`config.mk`:
```
export PLATFORM = sky130hd
export DESIGN_NAME = shift_add_mult4_flat
export DESIGN_NICKNAME = d
export VERILOG_FILES = /design/src/rtl/shift_add_mult4_pkg.sv /design/src/rtl/shift_add_mult4_if.sv /design/src/rtl/shift_add_mult4_ripple.sv /design/src/rtl/shift_add_mult4.sv /design/src/flat_wrapper.sv
export SDC_FILE = /design/constraint.sdc
export NUM_CORES = 1
export LEC_CHECK = 0
export CAP_MARGIN = 20
export CORE_AREA = 2 2 62 64
export CTS_BUF_LIST = sky130_fd_sc_hd__clkbuf_8
export CTS_CLUSTER_DIAMETER = 40
export DETAILED_ROUTE_END_ITERATION = 16
export DIE_AREA = 0 0 64 66
export GPL_TIMING_DRIVEN = 0
export SYNTH_ARGS = -nofsm -noshare
export SYNTH_HDL_FRONTEND = slang
export SYNTH_SLANG_ARGS = --single-unit
```
`constraint.sdc`:
```
create_clock -name clk -period 3.05 [get_ports clk]
set_clock_uncertainty 0.1 [all_clocks]
set_input_delay 0.4575 -clock clk [delete_from_list [all_inputs] [get_ports clk]]
set_output_delay 0.4575 -clock clk [all_outputs]
set_load 0.005 [all_outputs]
```
`src/rtl/shift_add_mult4_pkg.sv`:
```
// Shared types and constants for the 4x4 shift-and-add multiplier.
package mult4_pkg;
  localparam int WIDTH     = 4;
  localparam int PROD_W    = 8;
  localparam int ITER_LAST = 3;

  typedef enum logic [1:0] {IDLE, CALC, DONE} state_t;
endpackage

```
`src/rtl/shift_add_mult4_if.sv`:
```
// Operand/product handshake bundle for shift_add_mult4.
interface shift_add_mult4_if;
  import mult4_pkg::*;

  logic              start_valid;
  logic              start_ready;
  logic [WIDTH-1:0]  a;
  logic [WIDTH-1:0]  b;
  logic              p_valid;
  logic              p_ready;
  logic [PROD_W-1:0] p;
  logic              busy;

  modport master (output start_valid, a, b, p_ready,
                  input  start_ready, p_valid, p, busy);
  modport slave  (input  start_valid, a, b, p_ready,
                  output start_ready, p_valid, p, busy);
endinterface

```
`src/rtl/shift_add_mult4_ripple.sv`:
```
// Existing 4-bit ripple-carry adder with bit-level ports.
module ripple (
  input  logic A3, A2, A1, A0,
  input  logic B3, B2, B1, B0,
  input  logic Cin,
  output logic S3, S2, S1, S0,
  output logic C4
);
  logic C1, C2, C3;

  assign S0 = A0 ^ B0 ^ Cin;
  assign C1 = (A0 & B0) | (Cin & (A0 ^ B0));
  assign S1 = A1 ^ B1 ^ C1;
  assign C2 = (A1 & B1) | (C1 & (A1 ^ B1));
  assign S2 = A2 ^ B2 ^ C2;
  assign C3 = (A2 & B2) | (C2 & (A2 ^ B2));
  assign S3 = A3 ^ B3 ^ C3;
  assign C4 = (A3 & B3) | (C3 & (A3 ^ B3));
endmodule

```
`src/rtl/shift_add_mult4.sv`:
```
// Sequential 4x4 unsigned shift-and-add multiplier; one adder pass per cycle,
// valid/ready on both operand and product sides.
module shift_add_mult4 #(
  parameter int WIDTH = 4,
  parameter int CNT_W = 3
) (
  input  logic              clk,
  input  logic              rst_n,
  shift_add_mult4_if.slave  bus
);
  import mult4_pkg::*;

  if (WIDTH != 4) begin : g_bad_width
    $error("shift_add_mult4: WIDTH must be 4 (adder is fixed at 4 bits)");
  end
  if ((1 << CNT_W) <= WIDTH) begin : g_bad_cnt
    $error("shift_add_mult4: CNT_W too narrow to hold WIDTH");
  end

  state_t           state;
  logic [WIDTH-1:0] m, q, acc;
  logic [CNT_W-1:0] cnt;
  logic [WIDTH-1:0] addend, s;
  logic             c4;
  logic [WIDTH-1:0] acc_nxt, q_nxt;

  assign addend = q[0] ? m : '0;

  ripple u_add (
    .A3(acc[3]), .A2(acc[2]), .A1(acc[1]), .A0(acc[0]),
    .B3(addend[3]), .B2(addend[2]), .B1(addend[1]), .B0(addend[0]),
    .Cin(1'b0),
    .S3(s[3]), .S2(s[2]), .S1(s[1]), .S0(s[0]),
    .C4(c4)
  );

  // {C4,S,Q} shifted right by one: carry lands in ACC MSB, S[0] enters Q
  assign acc_nxt = {c4, s[WIDTH-1:1]};
  assign q_nxt   = {s[0], q[WIDTH-1:1]};

  assign bus.start_ready = (state == IDLE);
  assign bus.busy        = (state != IDLE);

  always_ff @(posedge clk or negedge rst_n) begin
    if (!rst_n) begin
      state       <= IDLE;
      m           <= '0;
      q           <= '0;
      acc         <= '0;
      cnt         <= '0;
      bus.p       <= '0;
      bus.p_valid <= 1'b0;
    end else begin
      case (state)
        IDLE: if (bus.start_valid) begin
          m     <= bus.a;
          q     <= bus.b;
          acc   <= '0;
          cnt   <= '0;
          state <= CALC;
        end
        CALC: begin
          acc <= acc_nxt;
          q   <= q_nxt;
          cnt <= cnt + 1'b1;
          if (cnt == CNT_W'(ITER_LAST)) begin
            bus.p       <= {acc_nxt, q_nxt};
            bus.p_valid <= 1'b1;
            state       <= DONE;
          end
        end
        DONE: if (bus.p_ready) begin
          bus.p_valid <= 1'b0;
          state       <= IDLE;
        end
        default: state <= IDLE;
      endcase
    end
  end
endmodule

```
`src/flat_wrapper.sv`:
```
// flat-port wrapper written by rule: the top's interface ports become plain ports
module shift_add_mult4_flat import mult4_pkg::*;
#(
  parameter int WIDTH = 4,
  parameter int CNT_W = 3
)
  (clk, rst_n, bus_start_valid, bus_a, bus_b, bus_p_ready, bus_start_ready, bus_p_valid, bus_p, bus_busy);
  shift_add_mult4_if bus_i ();
  input  logic clk;
  input  logic rst_n;
  input wire logic [$bits(bus_i.start_valid)-1:0] bus_start_valid;
  input wire logic [$bits(bus_i.a)-1:0] bus_a;
  input wire logic [$bits(bus_i.b)-1:0] bus_b;
  input wire logic [$bits(bus_i.p_ready)-1:0] bus_p_ready;
  output wire logic [$bits(bus_i.start_ready)-1:0] bus_start_ready;
  output wire logic [$bits(bus_i.p_valid)-1:0] bus_p_valid;
  output wire logic [$bits(bus_i.p)-1:0] bus_p;
  output wire logic [$bits(bus_i.busy)-1:0] bus_busy;
  assign bus_i.start_valid = bus_start_valid;
  assign bus_i.a = bus_a;
  assign bus_i.b = bus_b;
  assign bus_i.p_ready = bus_p_ready;
  assign bus_start_ready = bus_i.start_ready;
  assign bus_p_valid = bus_i.p_valid;
  assign bus_p = bus_i.p;
  assign bus_busy = bus_i.busy;
  shift_add_mult4 #(.WIDTH(WIDTH), .CNT_W(CNT_W)) u_core (.clk(clk), .rst_n(rst_n), .bus(bus_i));
endmodule
```
==> results.yml, run 1 <==
logic_synthesis:
  synthTopCellsByArea: "dfrtp_1, mux2_2, fa_1, inv_1, mux2i_1"
  ys_types: 27
  netlist_instances: 99
  synth_nets: 117
  synth.most_common_cell: "dfrtp_1"
  syn_area_per_cell_um2: 12.4
  synthesis.area_um2: 1230
  synth_top_area_share_pct: 52.8
  synth_seq_cells: 26
  seq_area_frac_synth_pct: 52.8
  ys_async_sr_fraction_pct: 100
  synth-edff-count: 0
  ys.flop_type: "dfrtp_1"
  ys.warnings.count: 0
  ys_top_cells_by_count: "dfrtp_1, inv_1, mux2_2"
  synth_top_cell_by_area: "dfrtp_1"
pwr:
  power_frac_comb_pct: 47.6
  power.density_nw_per_um2: 983
  power_switching_share_pct: 33.2
  ir_worst_vdd_uv: 232
  leakage_nw: 0.696
  power_frac_seq_pct: 38.3
  switchingPower_w: 0.000516
  p_clk_share_pct: 14.0
  internal_power_w: 0.00104
placement:
  dp_hpwl_um: 1600
  gp_congestion: 0.674
  port_buffers: 22
  place_inst: 170
worst_setup_path:
  path_max_fanout: 10
  crit_family: "buffers and inverters"
  cpPeakStageDelay_ps: 480
  cp_data_arrival_time_ps: 1850
  path_buf_inv: 4
  endpoint_kind: "primary output"
  worstPathCellList: "buf_6 -> clkbuf_1 -> or2_2 -> inv_1 -> clkdlybuf4s50_1"
  critPathSlowestCell: "clkdlybuf4s50_1"
  ff2ff_setup_slack_ps: 690
  critPathKind: "flip-flop to primary output"
  cp_data_required_time_ps: 2490
  start_kind: "flip-flop"
min_path:
  worstHoldPathType: "flip-flop to flip-flop"
finish:
  fillers: 343
  areaGrowthSynthToFinish_pct: 28.5
  finalCoreUtilization_pct: 44.5
  drive_above_1_share_pct: 16.7
  multi_input_area_um2: 495
  antenna_cells: 0
  fin_cells: 174
  regArea_um2: 651
  layout.nets: 145
clocking:
  cts_tree: "built"
  cts-root-buf: "clkbuf_8"
  cts_sinks: 26
  clkSlewWorstSetupHoldPaths_ps: 90
  cts_made_buffers: 3
  htree_levels: 1
  cts-resized-gates: 0
  hold_buffers: 0
  clk_path_buf_depth: 2
  postCtsSetupBuffers: 0
  worstSkewPairLatency_ps: 260
timing:
  rsz0062_at_grt: "false"
  max_freq_mhz: 416
  tns_ps: 0
  min_period_ps: 2410
  hold_viol_final: 0
  drv_slew: 0
  tightest_slew_ps: 670
  relSlewSlack_pct: 55.2
  setup_viol: 0
  fin_crit_sh_pct: 78.9
grt:
  grt_overflow: 0
  grt_start_max_net_pins: 15
  grt_first_pass_wirelength_um: 3640
  first_global_vias: 796
  grt.total_usage_pct: 11.5
  antenna_found_initial: 0
die:
  die-area_um2: 4220
  dieWidth_um: 64
  core_um2: 3550
  chipHeight_um: 66
  start_util_pct: 34.7
  io_pins: 23
  fp-row-count: 22
routing:
  ant_nets: 0
  finalWirelength_um: 2150
  drc_errors: 0
  vias: 822
  drt_first_pass_iters: 4
  viasPerCell: 4.72
  wire_per_inst_um: 12.4
  dr.first_iter.drc_count: 32
run_status:
  status: "completed"
flow_run:
  cap_violations: 0
==> per-layer routing <==
| metal | global-route usage [%] | up-vias | wire (um) |
|---|---|---|---|
| met5 | 0 | - | 0 |
| li1 | - | 392 | - |
| met3 | 1.53 | 2 | 46 |
| met2 | 17.6 | 12 | 1050 |
| met1 | 15.0 | 416 | 1020 |
| met4 | 8.15 | 0 | 40 |
==> layout by cell type (no fill, tap or decap) <==
master           count
a211oi_1             3
a21oi_1              2
and2_1               1
buf_2                2
buf_4                1
buf_6                1
buf_8                1
clkbuf_1             1
clkbuf_8             4
clkdlybuf4s50_1     22
dfrtp_1             26
fa_1                 3
ha_1                 3
inv_1               14
mux2_2               8
mux2i_1              5
nand2_1              3
nand2b_1             5
nand3b_1             1
nor3b_1              3
nor3b_4              1
nor4b_1              3
o21ai_0              1
o21ba_2              1
o21bai_1             1
o221a_2              1
o22ai_1              4
o2bb2ai_1            3
or2_2                1
or4b_1               1
==> registers in the layout, summed over array words and instances (netlist names) <==
name	flops
u_core.cnt	3
u_core.bus.p	8
u_core.m	4
u_core.bus.p_valid	1
u_core.acc	4
u_core.state	2
u_core.q	4
==> metrics by stage <==
step	instance area (um2)	setup slack (ps)	hold slack [ps]	total power, W
floorplan	1230	846	61.9	0.00108
finish	1580	645	387	0.00155
CTS	1580	634	393	0.00157
global placement	1510	705	367	0.00133
global route	1580	542	399	0.00169
detailed placement	1530	700	381	0.00135
==> power groups by stage <==
stage                     logic, W  clock network (W)  registers [W]
after floorplan           0.000486                  0       0.000589
after global placement    0.000731                  0       0.000599
after detailed placement  0.000750                  0       0.000605
after CTS                 0.000753           0.000225       0.000597
after global routing      0.000830           0.000241       0.000616
final                     0.000740           0.000218       0.000596
==> layout make-up <==
type                       count  share of cell area (%)
multi-input combinational     54                    31.3
inverter                      14                    3.32
sequential                    26                    41.1
tap                           48                    3.80
clock buffer                   4                    3.48
timing repair buffer          23                    14.9
buffer                         5                    2.06
==> logic make-up after synthesis <==
kind of cell,count (synthesis),synth area share [%]
and+or+nand+nor,19,11.4
adders and majority gates,6,7.93
muxes,13,11.4
buffers and inverters,19,6.91
DFF,26,52.8
AOI/OAI and AO/OA,16,9.55
==> worst reg2reg max path: stages (launching register included) <==
cell and delay, ps:
dfrtp_1 450, and2_1 160, ha_1 140, inv_1 50
fa_1 370, fa_1 380, fa_1 520, o22ai_1 90
==> worst paths after layout <==
check / start / cells past startpoint / to
worst max-delay path: u_core.state[0]$_DFFE_PN0P_ / 5 / bus_start_ready
min in group asynchronous: rst_n / 1 / u_core.bus.p[5]$_DFFE_PN0P_
worst min register to register: u_core.cnt[0]$_DFFE_PN0P_ / 1 / u_core.cnt[0]$_DFFE_PN0P_
worst min-delay path: u_core.cnt[0]$_DFFE_PN0P_ / 1 / u_core.cnt[0]$_DFFE_PN0P_
worst max register to register: u_core.q[0]$_DFFE_PN0P_ / 7 / u_core.acc[2]$_DFFE_PN0P_
max in group asynchronous: rst_n / 2 / u_core.state[1]$_DFFE_PN0P_
(Power assumes the default switching activity.)
==> inputs of run 2 (changes only) <==
clock period = 2 ns   (was 3.05 ns; I/O delays follow)
==> run 2 against run 1 <==
The flow now finishes with violations (setup timing). Largest cell class unchanged. Global-route usage rose by 0.70 points. Power grew 56%. Worst setup slack lost 780 ps. Critical path type is now flip-flop to flip-flop. Flip-flop and latch count stayed put. Clock-buffer cell count stayed put. Critical path depth rose by 2. Design area rose by 2.6%. Combinational power increased by 59%. Utilization is 1.2 points higher.
==> results.yml, run 2 (same netlist as run 1, synthesis figures left out) <==
finish:
  layout.nets: 145
  fin_cells: 174
  regMostFlops: "u_core.bus.p"
  areaGrowthSynthToFinish_pct: 31.8
  antenna_cells: 0
  fillers: 333
  final_common_cell: "dfrtp_1"
  layout_common_cells: "dfrtp_1, clkdlybuf4s50_1, inv_1"
  largest_reg_flops: 8
  drive_above_1_share_pct: 22.2
run_status:
  status: "finished with violations"
  violations: "setup timing"
timing:
  fin_crit_sh_pct: 107
  setup_viol: 4
  relSlewSlack_pct: 65.6
  hold_viol_final: 0
  min_period_ps: 2140
  setup_ws_ps: -139
  tightest_slew_ps: 515
  rsz0062_at_grt: "true"
  whs_ps: 265
  drv_slew: 0
  max_freq_mhz: 467
grt:
  first_global_vias: 858
  grt.total_usage_pct: 12.2
  grt_start_max_net_pins: 19
  grt_overflow: 0
  grt_first_pass_wirelength_um: 3890
  antenna_found_initial: 0
die:
  chipHeight_um: 66
  dieWidth_um: 64
  start_util_pct: 34.7
  io_pins: 23
  core_um2: 3550
  fp-row-count: 22
  die-area_um2: 4220
clocking:
  htree_levels: 1
  cts_tree: "built"
  clkSlewWorstSetupHoldPaths_ps: 90
  cts_made_buffers: 3
  cts_sinks: 26
  cts-root-buf: "clkbuf_8"
  clk_path_buf_depth: 2
  worstSkewPairLatency_ps: 270
routing:
  viasPerCell: 4.77
  ant_nets: 0
  wire_per_inst_um: 12.6
  drt_first_pass_iters: 4
  vias: 830
  dr.first_iter.drc_count: 14
  drc_errors: 0
  finalWirelength_um: 2200
flow_run:
  cap_violations: 0
pwr:
  p_clk_share_pct: 13.7
  leakage_nw: 0.707
  power_switching_share_pct: 33.3
  internal_power_w: 0.00162
  power_frac_comb_pct: 48.6
  switchingPower_w: 0.000807
  total_power_w: 0.00242
  power_frac_seq_pct: 37.7
  power.density_nw_per_um2: 1490
  ir_worst_vdd_uv: 463
worst_setup_path:
  r2r_cells: 7
  r2r_start: "u_core.q[0]$_DFFE_PN0P_"
  critPathKind: "flip-flop to flip-flop"
  ff2ff_setup_slack_ps: -140
  cp-endpoint: "u_core.acc[2]$_DFFE_PN0P_"
  r2r_end: "u_core.acc[2]$_DFFE_PN0P_"
  cp_data_arrival_time_ps: 2190
  cp_data_required_time_ps: 2050
  start_kind: "flip-flop"
  endpoint_kind: "flip-flop"
  path_max_fanout: 2
  critPathLaunch: "u_core.q[0]$_DFFE_PN0P_"
placement:
  dp_hpwl_um: 1680
  port_buffers: 22
  gp_congestion: 0.671
  place_inst: 170
min_path:
  worstHoldPathType: "input pin to asynchronous set/reset pin"
-- run 2: cell count changes in the layout (fill, tap and decap cells not counted), sizes merged --
cell,previous run,this run
clkbuf,5,4
dlygate4sd2,0,2
clkdlybuf4s50,22,20
buf,5,6
-- run 2: how the worst min path moves through the flow --
stage | from | end | slack [ps]
after floorplan | rst_n | u_core.acc[0]$_DFFE_PN0P_ | -100
after global placement | u_core.cnt[0]$_DFFE_PN0P_ | u_core.cnt[0]$_DFFE_PN0P_ | 370
after detailed placement | u_core.cnt[0]$_DFFE_PN0P_ | u_core.cnt[0]$_DFFE_PN0P_ | 380
after CTS | rst_n | u_core.bus.p[7]$_DFFE_PN0P_ | 270
after global routing | rst_n | u_core.bus.p[7]$_DFFE_PN0P_ | 280
final | rst_n | u_core.bus.p[7]$_DFFE_PN0P_ | 260
-- run 2: stage by stage --
step                instance area, um2  setup WS [ps]  util (%)  TNS, ps
floorplan                         1240           -121         -     -252
global placement                  1520           -244      42.7     -750
detailed placement                1540           -260      43.5     -831
CTS                               1610           -178      45.3     -507
global route                      1620           -232      45.7     -785
finish                            1620           -139      45.7     -360
-- run 2: timing repair --
item	4_1_cts	5_1_grt
gates cloned	0	0
hold buffers	0	0
setup endpoints to repair	6	4
gates resized for setup	5	4
setup buffers	1	0
pin swaps	1	1
-- run 2: routing by layer --
metal | wire length, um | global-route usage, % | part of all wire (%)
met1 | 961 | 13.7 | 44
met2 | 1120 | 22.0 | 51
met3 | 49 | 1.53 | 2.2
met4 | 65 | 7.34 | 3.0
met5 | 0 | 0 | 0
-- run 2: cell type report --
class	instances	area [um2]	area share [%]
multi-input cells	54	515	31.8
plain buffers	4	35.0	2.16
flip-flops and latches	26	652	40.2
clock buffers	4	55.1	3.39
well taps	48	60.1	3.70
inverters	14	52.6	3.24
repair buffers	24	253	15.6
-- run 2: power by group through the flow --
stage                     Clock, W  Sequential, W  Combinational [W]
after CTS                 0.000347       0.000912            0.00118
after global routing      0.000366       0.000950            0.00133
after global placement           0       0.000914            0.00112
after detailed placement         0       0.000928            0.00117
after floorplan                  0       0.000898           0.000752
final                     0.000332       0.000913            0.00118
-- run 2: critical path, cell delays in order, from the launching register on --
cell and delay [ps]:
dfrtp_1 370, and2_4 150, ha_4 120, inv_2 30, fa_2 330, fa_2 340, fa_1 510, o22ai_1 80
